<file path="src/rtl/bms_contactor_seq_if.sv">
// Contactor sequencer bus: protection state, host and plant inputs, relay commands and status.
interface bms_contactor_seq_if;
    logic [3:0] state_1hot;
    logic       close_req;
    logic       fault_clr;
    logic       vmatch;
    logic       aux_neg;
    logic       aux_pos;
    logic       neg_cmd;
    logic       pre_cmd;
    logic       pos_cmd;
    logic       ready;
    logic       busy;
    logic       seq_fault;
    logic [2:0] fault_code;
    logic [1:0] retry_cnt;

    modport master (
        output state_1hot, close_req, fault_clr, vmatch, aux_neg, aux_pos,
        input  neg_cmd, pre_cmd, pos_cmd, ready, busy, seq_fault, fault_code, retry_cnt
    );

    modport slave (
        input  state_1hot, close_req, fault_clr, vmatch, aux_neg, aux_pos,
        output neg_cmd, pre_cmd, pos_cmd, ready, busy, seq_fault, fault_code, retry_cnt
    );
endinterface

</file>
<file path="src/rtl/bms_contactor_seq.sv">
// Pack contactor sequencer: neg close, precharge, pos close, orderly/forced open, retry then lockout.
// Latency: one edge from qualifying input to new state and commands; no backpressure, all outputs registered.
module bms_contactor_seq #(
    parameter int PRECHG_MIN = 50,
    parameter int PRECHG_TMO = 200,
    parameter int FB_TMO     = 10,
    parameter int OPEN_DLY   = 4,
    parameter int WELD_CYC   = 3,
    parameter int RETRY_MAX  = 2
) (
    input  logic                 clk,
    input  logic                 rst_n,
    bms_contactor_seq_if.slave   bus
);
    localparam int CW = $clog2(PRECHG_TMO + 1);
    localparam int WW = $clog2(WELD_CYC + 1);
    localparam logic [CW-1:0] FB_LAST   = CW'(FB_TMO - 1);
    localparam logic [CW-1:0] PRE_READY = CW'(PRECHG_MIN - 1);
    localparam logic [CW-1:0] PRE_LAST  = CW'(PRECHG_TMO - 1);
    localparam logic [CW-1:0] OPEN_END  = CW'(OPEN_DLY);
    localparam logic [WW-1:0] WELD_LAST = WW'(WELD_CYC - 1);
    localparam logic [1:0]    RETRY_LIM = 2'(RETRY_MAX);

    localparam logic [2:0] FC_NONE = 3'd0, FC_NEG = 3'd1, FC_PRE = 3'd2,
                           FC_POS = 3'd3, FC_DROP = 3'd4, FC_WELD = 3'd5;

    typedef enum logic [2:0] {
        S_OPEN, S_CLOSE_NEG, S_PRECHG, S_CLOSE_POS, S_CLOSED, S_OPENING, S_LOCKOUT
    } state_t;

    state_t          state_q, state_d;
    logic [CW-1:0]   cnt_q, cnt_d;
    logic [WW-1:0]   weld_q, weld_d;
    logic [2:0]      fault_code_q, fault_code_d;
    logic [1:0]      retry_cnt_q, retry_cnt_d;
    logic            neg_q, pre_q, pos_q, ready_q, busy_q, seq_fault_q;
    logic            retry_inc;

    logic is_norm, is_warn, is_fault, shutdown, allow, aux_any, sequencing;
    assign is_norm    = (bus.state_1hot == 4'b0001);
    assign is_warn    = (bus.state_1hot == 4'b0010);
    assign is_fault   = (bus.state_1hot == 4'b0100);
    // Anything that is not a legal one-hot code is handled like SHUTDOWN.
    assign shutdown   = !(is_norm || is_warn || is_fault);
    assign allow      = is_norm || is_warn;
    assign aux_any    = bus.aux_neg || bus.aux_pos;
    assign sequencing = (state_q == S_CLOSE_NEG) || (state_q == S_PRECHG) || (state_q == S_CLOSE_POS);

    always_comb begin
        state_d      = state_q;
        fault_code_d = fault_code_q;
        retry_cnt_d  = retry_cnt_q;
        weld_d       = '0;
        retry_inc    = 1'b0;
        case (state_q)
            S_OPEN: begin
                if (aux_any) weld_d = (weld_q == WELD_LAST) ? weld_q : weld_q + 1'b1;
                if (aux_any && weld_q == WELD_LAST) begin
                    state_d      = S_LOCKOUT;
                    fault_code_d = FC_WELD;
                end else if (bus.close_req && allow && !aux_any) begin
                    state_d = S_CLOSE_NEG;
                end
            end
            S_CLOSE_NEG: begin
                if (bus.aux_neg) state_d = S_PRECHG;
                else if (cnt_q == FB_LAST) begin
                    state_d = S_OPENING; fault_code_d = FC_NEG; retry_inc = 1'b1;
                end
            end
            S_PRECHG: begin
                if (cnt_q >= PRE_READY && bus.vmatch) state_d = S_CLOSE_POS;
                else if (cnt_q == PRE_LAST) begin
                    state_d = S_OPENING; fault_code_d = FC_PRE; retry_inc = 1'b1;
                end
            end
            S_CLOSE_POS: begin
                if (bus.aux_pos) begin
                    state_d = S_CLOSED; fault_code_d = FC_NONE; retry_cnt_d = 2'd0;
                end else if (cnt_q == FB_LAST) begin
                    state_d = S_OPENING; fault_code_d = FC_POS; retry_inc = 1'b1;
                end
            end
            S_CLOSED: begin
                if (!bus.close_req) state_d = S_OPENING;
                else if (!bus.aux_neg || !bus.aux_pos) begin
                    state_d = S_OPENING; fault_code_d = FC_DROP;
                end
            end
            S_OPENING: begin
                if (cnt_q == OPEN_END)
                    state_d = (fault_code_q == FC_DROP || retry_cnt_q == RETRY_LIM) ? S_LOCKOUT : S_OPEN;
            end
            S_LOCKOUT: begin
                if (bus.fault_clr && is_norm) begin
                    state_d = S_OPEN; fault_code_d = FC_NONE; retry_cnt_d = 2'd0;
                end
            end
            default: state_d = S_OPEN;
        endcase

        if (retry_inc && retry_cnt_q != 2'd3) retry_cnt_d = retry_cnt_q + 2'd1;

        // Overrides undo any fault/retry bookkeeping the normal transition did.
        if (state_q != S_LOCKOUT) begin
            if (shutdown) begin
                state_d = S_OPEN; fault_code_d = fault_code_q; retry_cnt_d = retry_cnt_q;
            end else if ((is_fault && (sequencing || state_q == S_CLOSED)) ||
                         (!bus.close_req && sequencing)) begin
                state_d = S_OPENING; fault_code_d = fault_code_q; retry_cnt_d = retry_cnt_q;
            end
        end

        cnt_d = (state_d != state_q) ? '0 : ((cnt_q == '1) ? cnt_q : cnt_q + 1'b1);
    end

    always_ff @(posedge clk or negedge rst_n) begin
        if (!rst_n) begin
            state_q      <= S_OPEN;
            cnt_q        <= '0;
            weld_q       <= '0;
            fault_code_q <= FC_NONE;
            retry_cnt_q  <= 2'd0;
        end else begin
            state_q      <= state_d;
            cnt_q        <= cnt_d;
            weld_q       <= weld_d;
            fault_code_q <= fault_code_d;
            retry_cnt_q  <= retry_cnt_d;
        end
    end

    // Commands are decoded from the next state so they change on the same edge as the state.
    always_ff @(posedge clk or negedge rst_n) begin
        if (!rst_n) begin
            neg_q <= 1'b0; pre_q <= 1'b0; pos_q <= 1'b0;
            ready_q <= 1'b0; busy_q <= 1'b0; seq_fault_q <= 1'b0;
        end else begin
            neg_q       <= (state_d == S_CLOSE_NEG) || (state_d == S_PRECHG) || (state_d == S_CLOSE_POS) ||
                           (state_d == S_CLOSED) || (state_d == S_OPENING && cnt_d < OPEN_END);
            pre_q       <= (state_d == S_PRECHG) || (state_d == S_CLOSE_POS);
            pos_q       <= (state_d == S_CLOSE_POS) || (state_d == S_CLOSED);
            ready_q     <= (state_d == S_CLOSED);
            busy_q      <= (state_d == S_CLOSE_NEG) || (state_d == S_PRECHG) ||
                           (state_d == S_CLOSE_POS) || (state_d == S_OPENING);
            seq_fault_q <= (state_d == S_LOCKOUT);
        end
    end

    assign bus.neg_cmd    = neg_q;
    assign bus.pre_cmd    = pre_q;
    assign bus.pos_cmd    = pos_q;
    assign bus.ready      = ready_q;
    assign bus.busy       = busy_q;
    assign bus.seq_fault  = seq_fault_q;
    assign bus.fault_code = fault_code_q;
    assign bus.retry_cnt  = retry_cnt_q;
endmodule

</file>
<file path="src/flat_wrapper.sv">
// flat-port wrapper written by rule: the top's interface ports become plain ports
module bms_contactor_seq_flat 
#(
    parameter int PRECHG_MIN = 50,
    parameter int PRECHG_TMO = 200,
    parameter int FB_TMO     = 10,
    parameter int OPEN_DLY   = 4,
    parameter int WELD_CYC   = 3,
    parameter int RETRY_MAX  = 2
)
  (clk, rst_n, bus_state_1hot, bus_close_req, bus_fault_clr, bus_vmatch, bus_aux_neg, bus_aux_pos, bus_neg_cmd, bus_pre_cmd, bus_pos_cmd, bus_ready, bus_busy, bus_seq_fault, bus_fault_code, bus_retry_cnt);
  bms_contactor_seq_if bus_i ();
  input  logic clk;
  input  logic rst_n;
  input wire logic [$bits(bus_i.state_1hot)-1:0] bus_state_1hot;
  input wire logic [$bits(bus_i.close_req)-1:0] bus_close_req;
  input wire logic [$bits(bus_i.fault_clr)-1:0] bus_fault_clr;
  input wire logic [$bits(bus_i.vmatch)-1:0] bus_vmatch;
  input wire logic [$bits(bus_i.aux_neg)-1:0] bus_aux_neg;
  input wire logic [$bits(bus_i.aux_pos)-1:0] bus_aux_pos;
  output wire logic [$bits(bus_i.neg_cmd)-1:0] bus_neg_cmd;
  output wire logic [$bits(bus_i.pre_cmd)-1:0] bus_pre_cmd;
  output wire logic [$bits(bus_i.pos_cmd)-1:0] bus_pos_cmd;
  output wire logic [$bits(bus_i.ready)-1:0] bus_ready;
  output wire logic [$bits(bus_i.busy)-1:0] bus_busy;
  output wire logic [$bits(bus_i.seq_fault)-1:0] bus_seq_fault;
  output wire logic [$bits(bus_i.fault_code)-1:0] bus_fault_code;
  output wire logic [$bits(bus_i.retry_cnt)-1:0] bus_retry_cnt;
  assign bus_i.state_1hot = bus_state_1hot;
  assign bus_i.close_req = bus_close_req;
  assign bus_i.fault_clr = bus_fault_clr;
  assign bus_i.vmatch = bus_vmatch;
  assign bus_i.aux_neg = bus_aux_neg;
  assign bus_i.aux_pos = bus_aux_pos;
  assign bus_neg_cmd = bus_i.neg_cmd;
  assign bus_pre_cmd = bus_i.pre_cmd;
  assign bus_pos_cmd = bus_i.pos_cmd;
  assign bus_ready = bus_i.ready;
  assign bus_busy = bus_i.busy;
  assign bus_seq_fault = bus_i.seq_fault;
  assign bus_fault_code = bus_i.fault_code;
  assign bus_retry_cnt = bus_i.retry_cnt;
  bms_contactor_seq #(.PRECHG_MIN(PRECHG_MIN), .PRECHG_TMO(PRECHG_TMO), .FB_TMO(FB_TMO), .OPEN_DLY(OPEN_DLY), .WELD_CYC(WELD_CYC), .RETRY_MAX(RETRY_MAX)) u_core (.clk(clk), .rst_n(rst_n), .bus(bus_i));
endmodule
</file>
<file path="config.mk">
export PLATFORM = sky130hd
export DESIGN_NAME = bms_contactor_seq_flat
export DESIGN_NICKNAME = d
export VERILOG_FILES = /design/src/rtl/bms_contactor_seq_if.sv /design/src/rtl/bms_contactor_seq.sv /design/src/flat_wrapper.sv
export SDC_FILE = /design/constraint.sdc
export NUM_CORES = 1
export LEC_CHECK = 0
export BUFFER_PORTS_ARGS = -buffer_cell sky130_fd_sc_hd__buf_2
export CORE_MARGIN = 4
export CORE_UTILIZATION = 58
export CTS_CLUSTER_SIZE = 16
export DETAILED_ROUTE_END_ITERATION = 10
export PLACE_DENSITY = 0.79
export SKIP_CTS_REPAIR_TIMING = 1
export SYNTH_ARGS = -nofsm -noshare
export SYNTH_HDL_FRONTEND = slang
export SYNTH_SLANG_ARGS = --single-unit
</file>
<file path="constraint.sdc">
create_clock -name clk -period 2.95 [get_ports clk]
set_input_delay 0.295 -clock clk [delete_from_list [all_inputs] [get_ports clk]]
set_output_delay 0.295 -clock clk [all_outputs]
set_load 0.01 [all_outputs]
</file>
==> impl_results.md, run 1 <==
* Met2 Track Usage GR at 0.349
* Worst-Margin Slew at 762 ps
* Final ANT Viol Nets at 0
* First-pass GRT wire length at 6720 um
* Clock slew at reported path FFs at 140 ps
* DIE AREA at 3970 sq um
* Max clock buf depth at 2
* Max transition margin at 0.492
* Synth cell types at 54
* Startpoint type of the worst setup path: register
* Syn_nets at 221
* Routability cong. at 0.927
* Grt met3 use at 0.0234
* Final setup violation count at 0
* #FFs+latches synth at 24
* Setup Skew at 5.26 ps
* Hold WC Path Type: input pin to register
* Maximum vdd drop at 0.516 mV
* Pins over their slew limit at 0
* Total negative slack at 0 ps
* Fraction of registers with async set/reset at 1.00
* Cell count after synthesis at 204
* Leakage at 0.854 nW
* Total track usage at 0.204
* Critical-path maximum fanout at 7
* Vias/cell at 6.43
* Fmax at 0.396 GHz
* MaxCap Viol Count at 0
* DR pass1 iterations at 4
* DPL Wire Length at 2790 um
* Worst Path Arrival at 2770 ps
* Chip Height at 63.0 um
* PD cells at 656 nW/um^2
* Routed wire per std cell at 14.9 um
* Req. time, crit path at 3190 ps
* Fin crit period at 2530 ps
* ANT cells at 0
* EDFF count, synth at 0
* Status: finished clean
* Htree depth at 1
* Post-Syn Area per Cell at 8.61 sq um
* Sequential fraction of the synthesis area at 0.342
* Fraction of layout cells with a size suffix above 1 at 0.170
* Final hold vios at 0
* Area delta synth->final at 8.05%
* Clk root buf: clkbuf_4
* Final net count at 236
* DRT iter0 DRCs at 107
* Flop pwr share at 0.431
* Final Hold Slack at 308 ps
* Port Buffers at 21
* Die X at 63.0 um
* Most used DFF post-synth: dfrtp_1
* Routed vias at 1600
* # fillers at 250
* Total number of yosys warnings at 0
* Grt ovf at 0
* Most frequent cell after synthesis: dfrtp_1
* Commonest cells in the netlist: dfrtp_1, nor2_1, o21ai_0
* Top Usage Layer GRT: met2
* Critical path, cell by cell: ha_1 -> nand4_1 -> or4_1 -> o31ai_1 -> a211oi_1 -> nor2_1 -> nand2_1 -> o21ai_0
* Int Pwr at 0.752 mW
* Synth area leader: dfrtp_1
* Initial Utilization at 0.621
* Unrepaired setup endpoints after global routing: no
* DRC at 0
* Setup Crit Path Kind: register to register
* Period utilization at 0.857
* # rows at 19
* Crit end category: register
* Comb pwr share at 0.376
* Worst skew pair latency at 320 ps
* TritonCTS clock tree: done
* Largest net degree at the start of global routing at 25
* Switching Share at 0.396
* Post-route cell area at 1900 sq um
* Total core area at 2830 sq um
* Slowest stage delay, CP at 470 ps
* # IOs at 22
* Clk network pwr share at 0.193
* Met1 usage at 0.266
* Worst path slowest cell: dfrtp_1
* Vias in the first global route at 1508
* Synth top area share at 0.342
* Tot Pwr at 1.24 mW
* Clock Sinks at 24
* DP Area at 1840 sq um
* Antenna violations before repair at 0
* Switching pwr at 0.493 mW
* Drt total wl at 3720 um
* Mapped cell area at 1760 sq um
* Synth top area cells: dfrtp_1, o21ai_0, nor2_1
* Inserted Clock Buffers at 3
## power by group through the flow
stage / Clock [mW] / Combinational (mW) / Sequential, mW
after global routing: 0.262 / 0.545 / 0.557
after floorplan: 0 / 0.443 / 0.467
after detailed placement: 0 / 0.466 / 0.541
final: 0.241 / 0.467 / 0.537
after CTS: 0.241 / 0.468 / 0.534
after global placement: 0 / 0.452 / 0.531
## metal layers
layer,wire (um),vias up
met3,171,7
met1,1680,780
li1,-,773
met4,51,0
met2,1820,40
met5,0,-
## cells by family after synthesis
kind of cell             after synthesis  synth area share
AND/OR/NAND/NOR                       89             0.301
AO/OA/AOI/OAI                         54             0.203
flip-flops                            24             0.342
buffers and inverters                 22            0.0627
adder cells (fa/ha/maj)                6            0.0427
XOR/XNOR                               5            0.0249
multiplexers                           4            0.0235
## sequential cells by signal, indices dropped and copies added, names as in the netlist
signal                 cells
u_core.cnt_q               8
u_core.bus.ready           1
u_core.bus.pre_cmd         1
u_core.bus.seq_fault       1
u_core.bus.fault_code      3
u_core.bus.retry_cnt       2
u_core.bus.neg_cmd         1
u_core.weld_q              2
u_core.state_q             3
u_core.bus.busy            1
u_core.bus.pos_cmd         1
## through the flow
| step | util | setup slack [ps] | cells |
|---|---|---|---|
| after detailed placement | 0.649 | 482 | 244 |
| final | 0.671 | 423 | 249 |
| after floorplan | - | 832 | 204 |
| after global placement | 0.649 | 589 | 244 |
| after CTS | 0.667 | 453 | 248 |
| after global routing | 0.671 | 219 | 249 |
## worst max-delay path, delay by kind of cell, from the launching register on
| family | cells | cell delay (ps) |
|---|---|---|
| AND/OR/NAND/NOR | 4 | 1050 |
| AO/OA/AOI/OAI | 3 | 650 |
| flip-flops | 1 | 470 |
| adder cells (fa/ha/maj) | 1 | 290 |
## cells in the final DEF (no fill, tap or decap), drive strengths merged, types with 3 or more instances in the layout
master	count
mux2i	3
dfrtp	24
nand4	4
buf	23
and3	6
xor2	4
nor2	21
inv	8
a21oi	6
clkbuf	3
o21ai	23
nand3	13
nor4b	3
nand2	14
nor3b	3
nor3	5
ha	6
a211oi	5
nor4	4
o211ai	3
nand3b	4
## path summary, 6_finish.rpt
kind	cells after the start	start	end	slack [ps]
worst max-delay path	8	u_core.cnt_q[0]	u_core.bus.pos_cmd	420
worst min-delay path	4	bus_state_1hot[3]	u_core.bus.neg_cmd	310
worst max register to register	8	u_core.cnt_q[0]	u_core.bus.pos_cmd	420
max in group asynchronous	2	rst_n	u_core.weld_q[0]	2150
worst min register to register	2	u_core.bus.fault_code[0]	u_core.bus.fault_code[0]	530
min in group asynchronous	2	rst_n	u_core.state_q[0]	460
## final cells by class
type | instances | area (sq um) | share of cell area
clock buffer | 3 | 22.5 | 0.0119
clock inverter | 1 | 30.0 | 0.0158
inverter | 8 | 30.0 | 0.0158
multi-input combinational | 158 | 1050 | 0.551
sequential | 24 | 601 | 0.316
tap | 31 | 38.8 | 0.0204
timing repair buffer | 24 | 130 | 0.0686
No activity file was read; power rests on OpenSTA's default activity.
==> run 2, diff against run 1 <==
--- a/config.mk
+++ b/config.mk
@@ -7,10 +7,11 @@
 export LEC_CHECK = 0
 export BUFFER_PORTS_ARGS = -buffer_cell sky130_fd_sc_hd__buf_2
 export CORE_MARGIN = 4
-export CORE_UTILIZATION = 58
+export CORE_UTILIZATION = 60
+export CTS_BUF_LIST = sky130_fd_sc_hd__clkbuf_2 sky130_fd_sc_hd__clkbuf_4 sky130_fd_sc_hd__clkbuf_8
 export CTS_CLUSTER_SIZE = 16
 export DETAILED_ROUTE_END_ITERATION = 10
-export PLACE_DENSITY = 0.79
+export PLACE_DENSITY = 0.81
 export SKIP_CTS_REPAIR_TIMING = 1
 export SYNTH_ARGS = -nofsm -noshare
 export SYNTH_HDL_FRONTEND = slang
==> constraint.sdc (replaced) <==
create_clock -name clk -period 2.7 [get_ports clk]
set_input_delay 0.27 -clock clk [delete_from_list [all_inputs] [get_ports clk]]
set_output_delay 0.27 -clock clk [all_outputs]
set_load 0.01 [all_outputs]
==> impl_results.md, run 2 (synthesis results as in run 1) <==
* DP Area at 1850 sq um
* Reg-to-reg slack, setup at 230 ps
* Clock slew at reported path FFs at 130 ps
* Final net count at 238
* Final hold vios at 0
* Unrepaired setup endpoints after global routing: no
* Worst Hold Depth at 4
* Worst skew pair latency at 310 ps
* Port Buffers at 21
* Max clock buf depth at 2
* Period utilization at 0.915
* Bufs and invs on worst path at 0
* Cell Count, Final, Fillers Out at 251
* Drt total wl at 3780 um
* First-pass GRT wire length at 6700 um
* Leakage at 0.866 nW
* R2r endpoint: u_core.bus.pos_cmd
* Flop pwr share at 0.428
* Crit end category: register
* Clk root buf: clkbuf_4
* Final core occ at 0.690
* Slowest stage delay, CP at 500 ps
* Worst-Margin Slew at 719 ps
* Vias in the first global route at 1483
* Routed wire per std cell at 15.1 um
* Maximum vdd drop at 0.597 mV
* Placed Cells incl. Taps at 246
* Comb pwr share at 0.381
* # IOs at 22
* Routed vias at 1605
* Critical-path maximum fanout at 7
* Largest net degree at the start of global routing at 25
* Commonest cells after routing, fill and taps aside: dfrtp_1, nor2_1, o21ai_0, buf_2, nand3_1
* Total negative slack at 0 ps
* MaxCap Viol Count at 0
* Die X at 62.1 um
* Worst r2r src: u_core.cnt_q[0]
* Hold WC Path Type: input pin to register
* Chip Height at 62.1 um
* Min-delay src: bus_state_1hot[3]
* Antenna violations before repair at 0
* Final setup margin at 230 ps
* Total track usage at 0.204
* Reg with most FFs: u_core.cnt_q
* Pins over their slew limit at 0
* Max transition margin at 0.521
* Critical path, cell by cell: ha_1 -> nand4_1 -> or4_1 -> o31ai_2 -> a211oi_1 -> nor2_1 -> nand2_1 -> o21ai_0
* Vias/cell at 6.39
* Status: finished clean
* Total core area at 2780 sq um
* DR pass1 iterations at 7
* R2R cell count at 8
* Hold endpoint: u_core.bus.neg_cmd
* Htree depth at 1
* Initial Utilization at 0.632
* Worst path slowest cell: or4_1
* Commonest non-fill, non-tap cell in the layout: dfrtp_1
* Switching pwr at 0.543 mW
* Worst Path Arrival at 2710 ps
* Final ANT Viol Nets at 0
* Fmax at 0.405 GHz
* Req. time, crit path at 2940 ps
* Max FFs per register at 8
* Post-route cell area at 1920 sq um
* Final setup violation count at 0
* DRC at 0
* Fin crit period at 2470 ps
* Clk network pwr share at 0.191
* PD cells at 712 nW/um^2
* DPL Wire Length at 2870 um
* Setup Skew at 3.14 ps
* Int Pwr at 0.824 mW
* Grt ovf at 0
* Pre-CTS setup slack at 239 ps
* DRT iter0 DRCs at 106
* Fraction of layout cells with a size suffix above 1 at 0.182
* Inserted Clock Buffers at 3
* Area delta synth->final at 9.19%
* ANT cells at 0
* # rows at 19
* TritonCTS clock tree: done
* DIE AREA at 3860 sq um
* Setup Crit Path Kind: register to register
* Routability cong. at 0.858
* Startpoint type of the worst setup path: register
* CP top delay family: simple AND/OR/NAND/NOR gates
* Switching Share at 0.397
* Clock Sinks at 24
run 2: cell count changes in the layout (fill, tap and decap cells not counted), sizes merged:
cell | before | now
buf | 23 | 25
run 2: area by class of cell:
cell class / count / area (sq um)
Tap cell: 31 / 38.8
Clock inverter: 1 / 30.0
Inverter: 8 / 30.0
Fill cell: 227 / 863
Multi-Input combinational cell: 158 / 1050
Timing Repair Buffer: 26 / 145
Sequential cell: 24 / 601
Clock buffer: 3 / 22.5
run 2: through the flow:
stage | power (mW) | hold slack (ps)
2_1_floorplan | 0.994 | -25.6
3_3_place_gp | 1.08 | 269
3_5_place_dp | 1.11 | 274
4_1_cts | 1.37 | -76.5
5_1_grt | 1.48 | 332
6_report | 1.37 | 308
run 2: layer usage:
layer,vias up,GRT usage,part of all wire
met3,13,0.0288,0.061
met4,0,0.0515,0.021
li1,779,-,-
met5,-,0,0
met1,740,0.280,0.44
met2,73,0.338,0.48
run 2: how the worst max path moves through the flow:
| stage | slack [ps] | cells after the start | startpoint | end |
|---|---|---|---|---|
| final | 230 | 8 | u_core.cnt_q[0] | u_core.bus.pos_cmd |
| after global routing | 9 | 8 | u_core.cnt_q[0] | u_core.bus.pos_cmd |
| after CTS | 200 | 8 | u_core.cnt_q[0] | u_core.cnt_q[3] |
| after detailed placement | 240 | 8 | u_core.cnt_q[0] | u_core.bus.pos_cmd |
| after global placement | 300 | 8 | u_core.cnt_q[0] | u_core.cnt_q[3] |
| after floorplan | 580 | 8 | u_core.cnt_q[0] | u_core.cnt_q[0] |
run 2: power groups by stage:
stage               combinational (mW)  clock, mW  sequential [mW]
floorplan                        0.484          0            0.510
global placement                 0.496          0            0.580
detailed placement               0.518          0            0.590
CTS                              0.521      0.261            0.583
global route                     0.595      0.282            0.606
finish                           0.521      0.261            0.585
run 2: worst register-to-register path, delay by kind of cell, from the launching register on:
family | cells | cell delay (ps)
AO/OA/AOI/OAI | 3 | 560
adder cells (fa/ha/maj) | 1 | 310
flip-flops | 1 | 450
AND/OR/NAND/NOR | 4 | 1080
==> run 3, diff against run 2 <==
--- a/config.mk
+++ b/config.mk
@@ -11,7 +11,7 @@
 export CTS_BUF_LIST = sky130_fd_sc_hd__clkbuf_2 sky130_fd_sc_hd__clkbuf_4 sky130_fd_sc_hd__clkbuf_8
 export CTS_CLUSTER_SIZE = 16
 export DETAILED_ROUTE_END_ITERATION = 10
-export PLACE_DENSITY = 0.81
+export PLACE_DENSITY = 0.8
 export SKIP_CTS_REPAIR_TIMING = 1
 export SYNTH_ARGS = -nofsm -noshare
 export SYNTH_HDL_FRONTEND = slang
==> impl_results.md, run 3 (synthesis results as in run 1) <==
* Post-route cell area at 1920 sq um
* Area delta synth->final at 9.19%
* Antenna violations before repair at 0
* Slowest stage delay, CP at 470 ps
* Area of the multi-input gates at 1050 sq um
* Routability cong. at 0.861
* Max clock buf depth at 2
* DPL Wire Length at 2850 um
* Commonest cells after routing, fill and taps aside: dfrtp_1, nor2_1, o21ai_0, buf_2, nand3_1
* Max transition margin at 0.495
* Clk root buf: clkbuf_4
* Final net count at 238
* Final core occ at 0.690
* Reg with most FFs: u_core.cnt_q
* Total negative slack at 0 ps
* Total track usage at 0.206
* Vias in the first global route at 1545
* Startpoint type of the worst setup path: register
* Htree depth at 1
* DRC at 0
* Final setup violation count at 0
* Fin crit period at 2440 ps
* PD cells at 716 nW/um^2
* TritonCTS clock tree: done
* Status: finished clean
* Tot Pwr at 1.37 mW
* # IOs at 22
* Final ANT Viol Nets at 0
* DRT iter0 DRCs at 50
* Routed vias at 1584
* Die X at 62.1 um
* Worst Path Arrival at 2700 ps
* Port Buffers at 21
* Storage element area at 601 sq um
* DR pass1 iterations at 4
* Worst skew pair latency at 310 ps
* Crit end category: register
* Clock slew at reported path FFs at 130 ps
* Maximum vdd drop at 0.620 mV
* Grt ovf at 0
* MaxCap Viol Count at 0
* Req. time, crit path at 2960 ps
* Max FFs per register at 8
* Fraction of layout cells with a size suffix above 1 at 0.182
* ANT cells at 0
* Critical path, cell by cell: ha_1 -> nand4_1 -> or4_1 -> o31ai_2 -> nor3_1 -> o21ai_1 -> nand4_4 -> nor2_1
* Period utilization at 0.904
* DP Area at 1850 sq um
* Drt total wl at 3790 um
* # rows at 19
* Setup Crit Path Kind: register to register
* # fillers at 238
* Fmax at 0.409 GHz
* Largest net degree at the start of global routing at 25
* Final hold vios at 0
* Vias/cell at 6.31
* Initial Utilization at 0.632
* Pins over their slew limit at 0
* Chip Height at 62.1 um
* Hold WC Path Type: input pin to register
* Worst-Margin Slew at 757 ps
* First-pass GRT wire length at 6720 um
* Critical-path maximum fanout at 8
* Inserted Clock Buffers at 3
* Total core area at 2780 sq um
* Commonest non-fill, non-tap cell in the layout: dfrtp_1
* CP top delay family: simple AND/OR/NAND/NOR gates
* Unrepaired setup endpoints after global routing: no
* Setup Skew at 0.967 ps
* Worst path slowest cell: or4_1
* Clock Sinks at 24
* Leakage at 0.866 nW
* Bufs and invs on worst path at 0
* DIE AREA at 3860 sq um
* Routed wire per std cell at 15.1 um
-- run 3: area by class of cell --
class	instances	share of cell area
multi-input combinational	158	0.548
sequential	24	0.313
timing repair buffer	26	0.0757
tap	31	0.0202
clock inverter	1	0.0157
inverter	8	0.0157
clock buffer	3	0.0117
-- run 3: worst paths after layout --
path / slack, ps / depth (start not counted) / end / startpoint
min in group asynchronous: 440 / 2 / u_core.bus.fault_code[1] / rst_n
min reg2reg: 530 / 2 / u_core.bus.fault_code[0] / u_core.bus.fault_code[0]
min: 280 / 4 / u_core.bus.neg_cmd / bus_state_1hot[3]
max in group asynchronous: 1920 / 2 / u_core.weld_q[0] / rst_n
max: 260 / 8 / u_core.cnt_q[4] / u_core.cnt_q[0]
max reg2reg: 260 / 8 / u_core.cnt_q[4] / u_core.cnt_q[0]
-- run 3: metrics by stage --
| stage | worst slack, ps | hold WS (ps) | instances |
|---|---|---|---|
| after floorplan | 582 | -25.6 | 204 |
| after global placement | 330 | 266 | 246 |
| after detailed placement | 231 | 266 | 246 |
| after CTS | 152 | -89.5 | 250 |
| after global routing | 30.2 | 317 | 251 |
| final | 258 | 279 | 251 |
-- run 3: worst min-delay path: cells and delay by family --
family	cells	cell delay, ps
simple gates	2	130
compound gates	1	50
buf+inv	1	120
-- run 3: power by group --
group          leakage [nW]  internal, mW  total (mW)  switching (mW)
Clock                0.0279         0.150       0.261           0.111
Combinational         0.521         0.234       0.544           0.309
Sequential            0.317         0.448       0.569           0.122
-- run 3: metal layers --
layer | up-vias | global-route usage | wire length, um
met2 | 50 | 0.350 | 1940
met5 | - | 0 | 0
li1 | 782 | - | -
met3 | 8 | 0.0541 | 226
met1 | 744 | 0.253 | 1580
met4 | 0 | 0.0623 | 48
